## config.mk

```make
export PLATFORM = sky130hd
export DESIGN_NAME = gray_seq_gen
export DESIGN_NICKNAME = d
export VERILOG_FILES = /design/src/rtl/gray_seq_gen.sv
export SDC_FILE = /design/constraint.sdc
export NUM_CORES = 1
export LEC_CHECK = 0
export BUFFER_PORTS_ARGS = -buffer_cell sky130_fd_sc_hd__buf_2
export CAP_MARGIN = 20
export CORE_MARGIN = 4
export CORE_UTILIZATION = 40
export DETAILED_ROUTE_END_ITERATION = 6
export PLACE_DENSITY = 0.6
export SLEW_MARGIN = 15
export SYNTH_ARGS = -nofsm -noshare
export SYNTH_HDL_FRONTEND = slang
export SYNTH_SLANG_ARGS = --single-unit
```

## constraint.sdc

```tcl
create_clock -name clk -period 2.1 [get_ports clk]
set_input_delay 0.42 -clock clk [delete_from_list [all_inputs] [get_ports clk]]
set_output_delay 0.42 -clock clk [all_outputs]
set_load 0.02 [all_outputs]
```

## src/rtl/gray_seq_gen.sv

```systemverilog
// gray_seq_gen: emits a run of consecutive Gray codes over a valid/ready
// stream. The run counts up or down from a binary start value and wraps
// modulo 2^WIDTH. A one-cycle done pulse follows the last transfer.
// Every output comes straight from a flop.
module gray_seq_gen #(
  parameter int WIDTH = 4
) (
  input  logic             clk,
  input  logic             rst_n,
  input  logic             start,
  input  logic             up,
  input  logic [WIDTH-1:0] start_bin,
  input  logic [WIDTH:0]   len,
  output logic [WIDTH-1:0] gray_o,
  output logic             valid_o,
  input  logic             ready_i,
  output logic             wrap_o,
  output logic             busy,
  output logic             done
);

  typedef enum logic [1:0] {
    S_IDLE = 2'd0,
    S_RUN  = 2'd1,
    S_DONE = 2'd2
  } state_t;

  localparam logic [WIDTH-1:0] B_ONE   = {{(WIDTH-1){1'b0}}, 1'b1};
  localparam logic [WIDTH-1:0] B_MAX   = {WIDTH{1'b1}};
  localparam logic [WIDTH-1:0] B_ZERO  = {WIDTH{1'b0}};
  localparam logic [WIDTH:0]   REM_ONE = {{WIDTH{1'b0}}, 1'b1};
  localparam logic [WIDTH:0]   REM_ZERO = {(WIDTH+1){1'b0}};

  state_t           state_q, state_d;
  logic [WIDTH-1:0] b_q, b_d;
  logic [WIDTH:0]   rem_q, rem_d;
  logic             dir_q, dir_d;
  logic [WIDTH-1:0] gray_q, gray_d;
  logic             valid_q, valid_d;
  logic             wrap_q, wrap_d;
  logic             busy_q, busy_d;
  logic             done_q, done_d;

  logic             xfer;
  logic [WIDTH-1:0] b_step;
  logic             step_wraps;

  // A code leaves the block only while it is valid and downstream is ready.
  assign xfer = valid_q & ready_i;

  // The next binary value in the latched direction. The wrap flag marks a step
  // across the all-ones/all-zeros boundary.
  assign b_step     = dir_q ? (b_q + B_ONE) : (b_q - B_ONE);
  assign step_wraps = dir_q ? (b_q == B_MAX) : (b_q == B_ZERO);

  // The Gray code of the next binary count: each bit is the XOR of two
  // neighbouring binary bits, and the MSB passes through unchanged.
  generate
    for (genvar gi = 0; gi < WIDTH - 1; gi++) begin : g_gray
      assign gray_d[gi] = b_d[gi] ^ b_d[gi+1];
    end
  endgenerate
  assign gray_d[WIDTH-1] = b_d[WIDTH-1];

  // Next-state logic. State holds by default, so a stalled code never changes.
  always_comb begin
    state_d = state_q;
    b_d     = b_q;
    rem_d   = rem_q;
    dir_d   = dir_q;
    valid_d = valid_q;
    wrap_d  = wrap_q;
    busy_d  = busy_q;
    done_d  = 1'b0;

    case (state_q)
      S_IDLE: begin
        if (start) begin
          if (len != REM_ZERO) begin
            // Load the run. Its first code is never a wrap.
            b_d     = start_bin;
            rem_d   = len;
            dir_d   = up;
            valid_d = 1'b1;
            busy_d  = 1'b1;
            wrap_d  = 1'b0;
            state_d = S_RUN;
          end else begin
            // An empty run goes straight to the done pulse.
            done_d  = 1'b1;
            state_d = S_DONE;
          end
        end
      end

      S_RUN: begin
        if (xfer) begin
          if (rem_q > REM_ONE) begin
            b_d    = b_step;
            rem_d  = rem_q - REM_ONE;
            wrap_d = step_wraps;
          end else begin
            // The last code was taken. gray_o keeps that code.
            valid_d = 1'b0;
            busy_d  = 1'b0;
            done_d  = 1'b1;
            state_d = S_DONE;
          end
        end
      end

      S_DONE: begin
        state_d = S_IDLE;
      end

      default: begin
        valid_d = 1'b0;
        busy_d  = 1'b0;
        state_d = S_IDLE;
      end
    endcase
  end

  // State and output registers. Reset is synchronous and active-low, and it
  // abandons any run in progress without a done pulse.
  always_ff @(posedge clk) begin
    if (!rst_n) begin
      state_q <= S_IDLE;
      b_q     <= B_ZERO;
      rem_q   <= REM_ZERO;
      dir_q   <= 1'b0;
      gray_q  <= B_ZERO;
      valid_q <= 1'b0;
      wrap_q  <= 1'b0;
      busy_q  <= 1'b0;
      done_q  <= 1'b0;
    end else begin
      state_q <= state_d;
      b_q     <= b_d;
      rem_q   <= rem_d;
      dir_q   <= dir_d;
      gray_q  <= gray_d;
      valid_q <= valid_d;
      wrap_q  <= wrap_d;
      busy_q  <= busy_d;
      done_q  <= done_d;
    end
  end

  assign gray_o  = gray_q;
  assign valid_o = valid_q;
  assign wrap_o  = wrap_q;
  assign busy    = busy_q;
  assign done    = done_q;

endmodule

```

==> out/results.txt <==
Peak supply drop -> 637 uV
Vias/cell -> 5.69
Number of DRC markers in iteration 0 -> 60
Post-synth cell types -> 45
Pin count of the biggest net entering global routing -> 14
# H-tree levels -> 1
Most frequent cells in the layout -> buf_2 (21), dfxtp_1 (17), nand2_1 (13), inv_1 (11), a21oi_1 (10)
Most common cell after layout, fill and taps aside -> buf_2
Total wire length -> 2810 um
Antenna violations before repair -> 0
WP data required -> 2.31 ns
Routing usage on met1 -> 0.233
Core Box Area -> 2760 sq um
Status -> finished, final reports clean
Count of final hold-check violations -> 0
Gr busiest metal -> met2
Worst Skew -> 0.00733 ns
Yosys warns -> 0
CTS Buf Count -> 3
Clk root buf -> clkbuf_4
Placer Congestion -> 0.872
Slew @ Worst Pin -> 0.411 ns
Grt met3 use -> 0.0248
Later-pin clock latency in the skew report -> 0.30 ns
Final #Nets -> 183
Share of the yosys chip area belonging to registers -> 0.312
CTS clock-pin slew for the worst setup and hold paths -> 0.11 ns
Clock buffer depth -> 2
Ant. Diodes -> 0
Gr usage total -> 0.165
Area growth syn-to-layout -> 18.2%
Fraction of layout cells with a size suffix above 1 -> 0.282
Most common flop cell mapped by yosys -> dfxtp_1
CP Data Arrival Time -> 2.24 ns
Post-synth EDFFs -> 0
Syn Inst Count -> 137
I/O pin count -> 22
Max transition margin -> 0.719
# fillers -> 295
Routing usage on met2 -> 0.259
Total number of vias -> 1,104
Crit path launch type -> flip-flop
Avg WL per Cell -> 14.5 um
Synthesized cell area -> 1160 sq um
CP peak stage delay -> 0.38 ns
Power density cells -> 732 nW/um^2
Crit path kind -> reg -> reg
Final Max Tran Viols -> 0
Synthesized flop and latch total -> 18
Unrepaired setup endpoints after global routing -> true
Setup Buffers After CTS -> 0
MaxCap Viol Count -> 0
Post-DP HPWL -> 2210 um
Row Count -> 19
Final min period -> 2.03 ns
TritonCTS Sinks -> 18
Syn_nets -> 156
CP max-delay cell -> a211oi_1
Post-DP Area -> 1300 sq um
Max Freq -> 492 MHz
Die span in y -> 61.8 um
Lkg Pwr -> 0.000604 uW
Drt first pass iters -> 4
Die width -> 61.8 um
I/O Buffers -> 21
Final core area utilization -> 0.495
Crit path cell chain -> inv_1 > ha_1 > o21bai_1 > a211oi_1 > o21a_1 > o21ai_0 > a221oi_1
Mean post-synth cell area -> 8.44 sq um
Nature of the critical path endpoint -> flip-flop
Endpoints failing setup -> 0
TritonCTS clock tree -> yes
Synth async-reset ratio -> 0
First-pass GRT wire length -> 4630 um
Reg-to-reg slack, setup -> 0.07 ns
DRC viols -> 0
Hold Crit Class -> in -> reg
Worst-path maximum fanout -> 5
Initial Util -> 0.419
Die area -> 3810 sq um
Design area -> 1370 sq um
Vias in the first global route -> 968
Crit share post-route -> 0.967
Antenna-violating nets left -> 0
Grt ovf -> 0
critical path: cells and delay by family (launching register included):
family,cells,cell delay (ns)
buffers and inverters,1,0.10
adders and majority gates,1,0.18
DFF,1,0.37
AOI/OAI and AO/OA,5,1.29
registers in the layout, summed over array words and instances, names as in the netlist:
name     flops
gray_o       4
wrap_o       1
b_q          3
state_q      2
dir_q        1
busy         1
rem_q        5
done         1
area by class of cell:
class | count | area [sq um] | share of cell area
flip-flops and latches | 18 | 362 | 0.265
well taps | 31 | 38.8 | 0.0284
repair buffers | 30 | 173 | 0.126
multi-input cells | 99 | 712 | 0.521
clock buffers | 4 | 36.3 | 0.0266
inverters | 12 | 45.0 | 0.0330
per-layer routing:
metal	part of all wire	routed length, um
met3	0.043	121
met4	0.011	30
met1	0.47	1320
met2	0.48	1340
met5	0	0
what timing repair did:
item	in CTS	in global routing
endpoints found under the setup margin	1	5
hold buffers	0	0
gates resized for setup	1	4
stage by stage:
stage | TNS, ns | hold slack [ns] | setup WS, ns | power [uW] | cells
global route | -0.255 | 0.393 | -0.101 | 1080 | 194
finish | 0 | 0.388 | 0.0691 | 1000 | 194
global placement | -0.0287 | 0.447 | -0.0169 | 771 | 190
floorplan | 0 | 0.477 | 0.000122 | 671 | 137
CTS | 0 | 0.389 | 0.0111 | 1000 | 194
detailed placement | -0.140 | 0.448 | -0.0592 | 777 | 190
path summary, 6_finish.rpt:
path / from / to / cells after the start
worst min register to register: wrap_o / wrap_o / 2
worst max register to register: rem_q[1] / rem_q[0] / 7
worst min-delay path: up / dir_q / 3
worst max-delay path: rem_q[1] / rem_q[0] / 7
power breakdown:
group | total [uW] | switching (uW) | internal [uW] | leakage [uW]
registers | 418 | 34.8 | 383 | 0.000149
clock network | 219 | 113 | 106 | 0.0000210
logic | 363 | 204 | 160 | 0.000435
logic make-up after synthesis:
family,after synthesis,share of synthesized area
XOR/XNOR,1,0.00758
multiplexers,6,0.0520
AND/OR/NAND/NOR,41,0.187
AO/OA/AOI/OAI,46,0.287
flip-flops,18,0.312
buffers and inverters,20,0.0942
adder cells (fa/ha/maj),5,0.0606
synthesized netlist by cell type (3+ instances only):
cell type | instances | area share
buf_6 | 3 | 0.029
inv_1 | 12 | 0.039
or3_1 | 3 | 0.016
o21ai_0 | 6 | 0.026
o21ai_1 | 3 | 0.013
a211oi_1 | 3 | 0.019
nor2_1 | 6 | 0.019
a21o_1 | 3 | 0.019
nand2_1 | 13 | 0.042
ha_1 | 4 | 0.043
mux2i_1 | 6 | 0.052
buf_4 | 3 | 0.019
nor3_1 | 3 | 0.013
a21oi_1 | 10 | 0.043
nand3_1 | 5 | 0.022
dfxtp_1 | 18 | 0.31
(Power assumes the default switching activity.)
